<file path="config.mk">
export PLATFORM = sky130hd
export DESIGN_NAME = uart_tx_arbiter
export DESIGN_NICKNAME = d
export VERILOG_FILES = /design/src/rtl/uart_tx_arbiter.sv
export SDC_FILE = /design/constraint.sdc
export NUM_CORES = 1
export LEC_CHECK = 0
export BUFFER_PORTS_ARGS = -buffer_cell sky130_fd_sc_hd__buf_4
export CAP_MARGIN = 20
export CORE_MARGIN = 3
export CORE_UTILIZATION = 40
export DETAILED_ROUTE_END_ITERATION = 6
export GPL_ROUTABILITY_DRIVEN = 0
export PLACE_DENSITY = 0.73
export SETUP_SLACK_MARGIN = 0.5
export SLEW_MARGIN = 15
export SYNTH_ARGS = -nofsm -noshare
export SYNTH_HDL_FRONTEND = slang
export SYNTH_SLANG_ARGS = --single-unit
</file>
<file path="constraint.sdc">
create_clock -name clk -period 2.3 [get_ports clk]
set_clock_uncertainty 0.1 [all_clocks]
set_input_delay 0.23 -clock clk [delete_from_list [all_inputs] [get_ports clk]]
set_output_delay 0.23 -clock clk [all_outputs]
set_load 0.02 [all_outputs]
</file>
<file path="src/rtl/uart_tx_arbiter.sv">
// uart_tx_arbiter
// Shares one UART transmitter between NUM_REQ byte-stream requesters.
// Grants are round-robin at packet granularity: once a requester owns the
// transmitter it keeps it until its byte flagged req_last has left the line.
// Each byte is started with a one-clock uart_transmit pulse. If the UART does
// not raise uart_is_transmitting within START_TIMEOUT clocks, the start is
// retried with the same byte. GAP_CYCLES idle clocks follow every byte.
//
// Handshake: requester i's byte moves when req_valid[i] and req_ready[i] are
// both high at a rising clk edge. req_ready is raised only for the current
// owner while in LOAD and never depends on req_valid, so a requester may hold
// valid/data/last steady and simply wait for that edge.
module uart_tx_arbiter #(
    parameter int NUM_REQ       = 4,
    parameter int GAP_CYCLES    = 0,
    parameter int START_TIMEOUT = 16
) (
    input  logic                   clk,
    input  logic                   rst,
    input  logic [NUM_REQ-1:0]     req_valid,
    input  logic [8*NUM_REQ-1:0]   req_data,
    input  logic [NUM_REQ-1:0]     req_last,
    output logic [NUM_REQ-1:0]     req_ready,
    output logic [NUM_REQ-1:0]     grant,
    output logic                   uart_transmit,
    output logic [7:0]             uart_tx_byte,
    input  logic                   uart_is_transmitting,
    output logic                   busy,
    output logic                   tx_timeout,
    output logic [2:0]             state_dbg
);

    localparam int PTR_W = (NUM_REQ > 1) ? $clog2(NUM_REQ) : 1;
    localparam int TO_W  = (START_TIMEOUT > 1) ? $clog2(START_TIMEOUT) : 1;
    localparam int GAP_W = (GAP_CYCLES > 0) ? $clog2(GAP_CYCLES + 1) : 1;
    localparam logic [TO_W-1:0]  TO_LAST  = TO_W'((START_TIMEOUT > 1) ? START_TIMEOUT - 1 : 0);
    localparam logic [GAP_W-1:0] GAP_LAST = GAP_W'((GAP_CYCLES > 0) ? GAP_CYCLES - 1 : 0);
    localparam logic [PTR_W-1:0] PTR_INIT = PTR_W'(NUM_REQ - 1);

    typedef enum logic [2:0] {
        S_IDLE       = 3'd0,
        S_LOAD       = 3'd1,
        S_KICK       = 3'd2,
        S_WAIT_START = 3'd3,
        S_WAIT_DONE  = 3'd4,
        S_GAP        = 3'd5
    } state_t;

    state_t             state;
    state_t             state_n;
    logic [PTR_W-1:0]   owner;
    logic [PTR_W-1:0]   last_ptr;
    logic [PTR_W-1:0]   pick_idx;
    logic [PTR_W-1:0]   cand;
    logic               pick_found;
    logic [NUM_REQ-1:0] pick_onehot;
    logic               last_q;
    logic [TO_W-1:0]    to_cnt;
    logic [GAP_W-1:0]   gap_cnt;
    logic               xfer;
    logic               timeout_hit;
    logic               pkt_done;
    logic [7:0]         owner_byte;
    logic               owner_last;

    // Byte and last flag presented by the current owner.
    assign owner_byte = req_data[{owner, 3'b000} +: 8];
    assign owner_last = req_last[owner];

    // Only the owner is offered ready, and only while waiting for its next byte.
    assign req_ready  = (state == S_LOAD) ? grant : '0;
    assign xfer       = (state == S_LOAD) && (|(grant & req_valid));
    assign state_dbg  = state;

    // Round-robin pick: first valid requester after last_ptr, searching cyclically.
    always_comb begin
        pick_found  = 1'b0;
        pick_idx    = '0;
        cand        = '0;
        pick_onehot = '0;
        for (int k = 1; k <= NUM_REQ; k++) begin
            cand = PTR_W'((int'(last_ptr) + k) % NUM_REQ);
            if (!pick_found && req_valid[cand]) begin
                pick_found = 1'b1;
                pick_idx   = cand;
            end
        end
        pick_onehot[pick_idx] = 1'b1;
    end

    // Next-state decode and the one-clock events derived from it.
    always_comb begin
        state_n     = state;
        timeout_hit = 1'b0;
        case (state)
            S_IDLE: begin
                if (pick_found) state_n = S_LOAD;
            end
            S_LOAD: begin
                if (xfer) state_n = S_KICK;
            end
            S_KICK: begin
                state_n = S_WAIT_START;
            end
            S_WAIT_START: begin
                if (uart_is_transmitting) begin
                    state_n = S_WAIT_DONE;
                end else if (to_cnt == TO_LAST) begin
                    state_n     = S_KICK;
                    timeout_hit = 1'b1;
                end
            end
            S_WAIT_DONE: begin
                if (!uart_is_transmitting) begin
                    if (GAP_CYCLES > 0) state_n = S_GAP;
                    else                state_n = last_q ? S_IDLE : S_LOAD;
                end
            end
            S_GAP: begin
                if (gap_cnt == GAP_LAST) state_n = last_q ? S_IDLE : S_LOAD;
            end
            default: begin
                state_n = S_IDLE;
            end
        endcase
        pkt_done = (state != S_IDLE) && (state_n == S_IDLE);
    end

    // State register.
    always_ff @(posedge clk or negedge rst) begin
        if (!rst) state <= S_IDLE;
        else      state <= state_n;
    end

    // Grant, byte latch, counters and registered strobes.
    always_ff @(posedge clk or negedge rst) begin
        if (!rst) begin
            grant         <= '0;
            owner         <= '0;
            last_ptr      <= PTR_INIT;
            last_q        <= 1'b0;
            to_cnt        <= '0;
            gap_cnt       <= '0;
            uart_tx_byte  <= 8'h00;
            uart_transmit <= 1'b0;
            tx_timeout    <= 1'b0;
            busy          <= 1'b0;
        end else begin
            uart_transmit <= (state == S_KICK);
            tx_timeout    <= timeout_hit;
            busy          <= (state_n != S_IDLE);
            case (state)
                S_IDLE: begin
                    if (pick_found) begin
                        grant <= pick_onehot;
                        owner <= pick_idx;
                    end
                end
                S_LOAD: begin
                    if (xfer) begin
                        uart_tx_byte <= owner_byte;
                        last_q       <= owner_last;
                    end
                end
                S_KICK: begin
                    to_cnt <= '0;
                end
                S_WAIT_START: begin
                    if (!uart_is_transmitting && to_cnt != TO_LAST) to_cnt <= to_cnt + 1'b1;
                end
                S_WAIT_DONE: begin
                    gap_cnt <= '0;
                end
                S_GAP: begin
                    if (gap_cnt != GAP_LAST) gap_cnt <= gap_cnt + 1'b1;
                end
                default: begin
                end
            endcase
            if (pkt_done) begin
                grant    <= '0;
                last_ptr <= owner;
            end
        end
    end

endmodule

</file>
Word level (Yosys, flattened, before mapping)

Cells that the tools add are included.

Register bits: 28
Output and inout bits: 22
Word-level logic and storage cells: 97

Equality and inequality tests: 8
Bitwise logic cells: 1
$lt $le $gt $ge: 7
Shift-type cells: 1
Multiplexer cells: 39
Reduce and logical (&&, ||, !) cells: 24
$add $sub $neg: 6

Operators with widths:

| operator                                                   | count |
|---|---|
| indexed part select 32 x 6 -> 8 bit                        | 1 |
| 2-to-1 mux 4 bit                                           | 5 |
| less-than comparator 2 x 3 -> 1 bit, second input constant | 6 |
| 2-to-1 mux 3 bit                                           | 6 |
| case mux 3 bit (6 select lines)                            | 1 |
| 2-to-1 mux 1 bit                                           | 15 |
| binary-select mux 1 bit (select 2 bit)                     | 5 |
| 2-to-1 mux 2 bit                                           | 4 |
| case mux 4 bit (2 select lines)                            | 1 |
| AND reduction 2 bit                                        | 4 |
| nonzero test 2 bit                                         | 4 |
| logical AND 1 bit                                          | 7 |
| == test 3 x 2 -> 1 bit, second input constant              | 2 |
| == test 3 bit, second input constant                       | 2 |
| logical NOT 3 bit                                          | 2 |
| nonzero test 3 bit                                         | 2 |
| adder 2 x 1 -> 2 bit, second input constant                | 2 |
| adder 2 bit, second input constant                         | 2 |
| adder 4 x 1 -> 4 bit, second input constant                | 1 |
| AND 4 bit                                                  | 1 |
| == test 4 bit, second input constant                       | 1 |
| logical NOT 1 bit                                          | 4 |
| != test 4 bit, second input constant                       | 1 |
| OR reduction 4 bit                                         | 1 |
| 6 further kinds                                            | 6 |

Depth between registers and ports, before layout

Word-level depth: 20
Gate-level depth with buffers: 6
Depth with buffers taken out: 6

Least setup slack after synthesis

No wires, ideal clock.

Path type: reg-to-reg
From: register state[2], in the netlist state_dbg[2]
To: register last_q
Path slack: 413 ps
Data required time: 2,075 ps
Buffers on the path: 2
Cell stages (with the launch flop): 6
Arrival: 1,662 ps
Setup time: 125 ps
Period minus slack after synthesis: 1,887 ps
Path through: dfrtp_1 -> buf_2 -> nor3b_1 -> and2_1 -> buf_2 -> mux2_2

Longest elaborated chain between the ends: 3

RTL lines:

| element                                  | RTL line | source |
|---|---|---|
| from (decl)                              | 49       | `state_t state;` |
| from (signal assigned)                   | 132      | `else state <= state_n;` |
| == test 3 x 1 -> 1 bit (*)               | 72, 152  |  |
| logical AND 1 bit                        | 72       | `assign xfer = (state == S_LOAD) && (\|(grant & req_valid));` |
| AND reduction 2 bit (no source line) (*) | --       |  |
| to (signal assigned)                     | 162      | `last_q <= owner_last;` |
| to (decl)                                | 57       | `logic last_q;` |

Mark *: on every way between the ends. The rest lies on a longest branch, timed or not.
A chain may end at the register's enable or synchronous reset.

Worst setup path after layout

From: register to_cnt[1]
To: register last_ptr[0]

Longest elaborated chain between the ends: 6

RTL lines:

| element                         | RTL line | source |
|---|---|---|
| from (decl)                     | 58       | `logic [TO_W-1:0] to_cnt;` |
| from (signal assigned)          | 169      | `if (!uart_is_transmitting && to_cnt != TO_LAST) to_cnt <= to_cnt + 1'b1;` |
| == test 4 bit                   | 108      | `end else if (to_cnt == TO_LAST) begin` |
| 2-to-1 mux 3 bit                | 108      |  |
| 2-to-1 mux 3 bit                | 106      | `if (uart_is_transmitting) begin` |
| case mux 3 bit (6 select lines) | 95       | `case (state)` |
| named net state_n[0]            | 50       | `state_t state_n;` |
| logical NOT 3 bit               | 126      | `pkt_done = (state != S_IDLE) && (state_n == S_IDLE);` |
| logical AND 1 bit               | 126      |  |
| to (signal assigned)            | 182      | `last_ptr <= owner;` |
| to (decl)                       | 52       | `logic [PTR_W-1:0] last_ptr;` |

The timed path passes the listed nets, and every way through them passes these cells.

==> flow_metrics.env <==
export IMPL_status="complete, no violations"
export IMPL_endpoint_kind="register"
export IMPL_syn_avg_cell_area_sq_um=11.75
export IMPL_met2_usage_pct=35.24
export IMPL_period_share_pct=79.12
export IMPL_synth_area_leader_cell="dfrtp_1"
export IMPL_grtUsageTotal_pct=19.34
export IMPL_areaGrowthSynthToFinish_pct=47.98
export IMPL_synth_common_cells="dfrtp_1, mux2_2, nand2_1"
export IMPL_async_reset_ff_share_pct=100.0
export IMPL_use_met1_pct=22.68
export IMPL_hp_class="in2reg"
export IMPL_synth_area_leaders="dfrtp_1, mux4_2, mux2_2, dfstp_2, nand2_1"
export IMPL_layout_nets=249
export IMPL_drt_iter0_drc=71
export IMPL_layout_drive_gt1_share_pct=57.84
export IMPL_antenna_found_initial=0
export IMPL_leakage_uw=0.001026
export IMPL_io_buffers=64
export IMPL_stdcell_count=250
export IMPL_crit_slowest_cell="dfrtp_1"
export IMPL_drt_drc_violations_left=0
export IMPL_ys_seq_elements=27
export IMPL_n_antenna_cell=0
export IMPL_rows=21
export IMPL_period_needed_ns=1.820
export IMPL_dp_hpwl_mm=2.925
export IMPL_gr_total_overflow=0
export IMPL_path_cells="ha_2 -> a31o_4 -> a21o_1 -> nand4_4 -> nor3_4 -> mux2_4"
export IMPL_yosys_warnings=0
export IMPL_met3_usage_pct=4.326
export IMPL_cap_viol_max_count=0
export IMPL_grt_pass1_wl_mm=6.527
export IMPL_post_drt_wl_per_cell_um=16.32
export IMPL_fill_cells=271
export IMPL_max_stage_delay_ns=0.38
export IMPL_finalSetupViolations=0
export IMPL_powerDensity_mw_per_mm2=1242
export IMPL_critPathKind="reg2reg"
export IMPL_cts_buffers=3
export IMPL_synth_edff_count=0
export IMPL_insertion_delay_ns=0.27
export IMPL_ys_seq_area_share_pct=44.76
export IMPL_clkTransAtPathRegs_ns=0.09
export IMPL_htree_levels=1
export IMPL_synth_ff_type="dfrtp_1"
export IMPL_crit_fanout=4
export IMPL_die_w_um=67.55
export IMPL_top_usage_layer="met2"
export IMPL_dp_cells=234
export IMPL_yosysMostFrequentCell="dfrtp_1"
export IMPL_grt_max_degree=28
export IMPL_cts_sinks=27
export IMPL_rsz0062_at_grt="yes"
export IMPL_drv_slew=0
export IMPL_synth_top_area_share_pct=41.29
export IMPL_drt_total_wl_mm=4.081
export IMPL_antenna_left=0
export IMPL_dr_pass1_iters=4
export IMPL_syn_nets=173
export IMPL_clock_path_buffers=2
export IMPL_relSlewSlack_pct=70.19
export IMPL_fin_tns_setup_ns=0
export IMPL_required_ns=2.41
export IMPL_synthCells=129
export IMPL_cts_tree="yes"
export IMPL_finalHoldViolations=0
export IMPL_grt_pass1_vias=1390
export IMPL_dieArea_sq_mm=0.004562
export IMPL_start_util_pct=43.36
export IMPL_netlist_cell_type_count=40
export IMPL_tightest_slew_ns=0.4471
export IMPL_io_pin_count=65
export IMPL_fmax_ghz=0.5495
export IMPL_critPathArrivalTime_ns=1.93
export IMPL_die_h_um=67.55
export IMPL_via_count=1349
export IMPL_core_sq_mm=0.003495
export IMPL_root_buffer="clkbuf_8"
export IMPL_syn_area_sq_mm=0.001515
export IMPL_vias_per_cell=5.396
export IMPL_worst_ir_drop_vdd_mv=0.7819
export IMPL_cp_start_kind="register"
worst paths after layout:
| kind | slack [ns] | cells after the start | from | end |
|---|---|---|---|---|
| setup / recovery | 0.48 | 6 | to_cnt[1] | last_ptr[0] |
| hold / removal | 0.06 | 2 | uart_is_transmitting | tx_timeout |
| setup reg to reg | 0.48 | 6 | to_cnt[1] | last_ptr[0] |
| hold reg to reg | 0.41 | 1 | uart_tx_byte[1] | uart_tx_byte[1] |
| max in group asynchronous | 1.51 | 2 | rst | last_ptr[0] |
| min in group asynchronous | 0.29 | 2 | rst | to_cnt[3] |
cells in the final DEF (no fill, tap or decap), types with 2 or more instances in the layout:
master / synthesis / routed
nand2b_1: 5 / 4
a21oi_1: 8 / 8
a22oi_1: 2 / 2
xor2_1: 2 / 2
mux4_2: 9 / 9
and2_1: 5 / 4
clkbuf_8: 0 / 3
dfrtp_2: 0 / 4
o32ai_1: 2 / 2
mux2_2: 12 / 10
nand2_1: 12 / 12
nor3_4: 1 / 2
dfrtp_1: 25 / 21
dfstp_2: 2 / 2
buf_4: 0 / 76
o21ai_0: 2 / 2
inv_1: 3 / 3
nand3_1: 3 / 3
nor2_1: 8 / 8
mux2_4: 0 / 2
cell type report:
class / instances / area [sq um] / area share, %
multi-input combinational: 93 / 860.8 / 38.39
sequential: 27 / 683.2 / 30.47
timing repair buffer: 77 / 580.6 / 25.89
tap: 46 / 57.56 / 2.567
clock buffer: 3 / 41.29 / 1.842
inverter: 3 / 11.26 / 0.5022
clock inverter: 1 / 7.507 / 0.3348
layer usage:
layer / share of wire [%] / vias to the layer above / wire length (um)
met5: 0 / - / 0
met4: 1.6 / 0 / 67
met3: 6.7 / 9 / 274
met2: 54 / 51 / 2203
met1: 38 / 662 / 1537
li1: - / 627 / -
worst max-delay path: cells and delay by family, from the launching register on:
family                     cells  cell delay, ns
AOI/OAI and AO/OA              2            0.35
adders and majority gates      1            0.19
DFF                            1            0.38
muxes                          1            0.33
and+or+nand+nor                2            0.41
state kept, by name (all words and copies together), names as in the netlist:
name / cells
to_cnt: 4
last_q: 1
grant: 4
owner: 2
tx_timeout: 1
uart_tx_byte: 8
state_dbg: 3
uart_transmit: 1
busy: 1
last_ptr: 2
through the flow:
step	area [sq um]	total power (uW)	setup WS [ns]	utilization, %	hold slack [ns]
detailed placement	2042	2267	0.3424	58.43	0.06181
CTS	2190	2670	0.5014	62.66	0.04807
global placement	2042	2212	0.3610	58.43	0.06048
floorplan	1526	1810	0.5077	-	-0.1656
global route	2242	2971	0.3938	64.16	0.05971
finish	2242	2784	0.4803	64.16	0.05679
report_power, final:
part | switching, uW | internal, uW | total (uW) | leakage (uW)
registers | 252 | 691 | 943 | 0.000328
clock network | 149 | 123 | 272 | 0.0000217
logic | 702 | 868 | 1570 | 0.000676
total | 1100 | 1680 | 2780 | 0.00103
cell families (layout without fill, tap and decap cells):
| kind of cell | count (synthesis) | after routing | synth area share, % |
|---|---|---|---|
| compound gates | 23 | 23 | 11.48 |
| xor+xnor | 2 | 2 | 1.156 |
| fa+ha+maj | 1 | 1 | 0.8256 |
| buf+inv | 9 | 84 | 2.477 |
| flops | 27 | 27 | 44.76 |
| mux | 22 | 22 | 22.96 |
| simple gates | 45 | 45 | 16.35 |
repair_timing:
item | 4_1_cts | 5_1_grt
endpoints found under the setup margin | 14 | 20
setup buffers | 7 | 4
pin swaps | 3 | 3
gates resized for setup | 8 | 6
hold endpoints to repair | 25 | 0
hold buffers | 1 | 0
(Power assumes the default switching activity.)
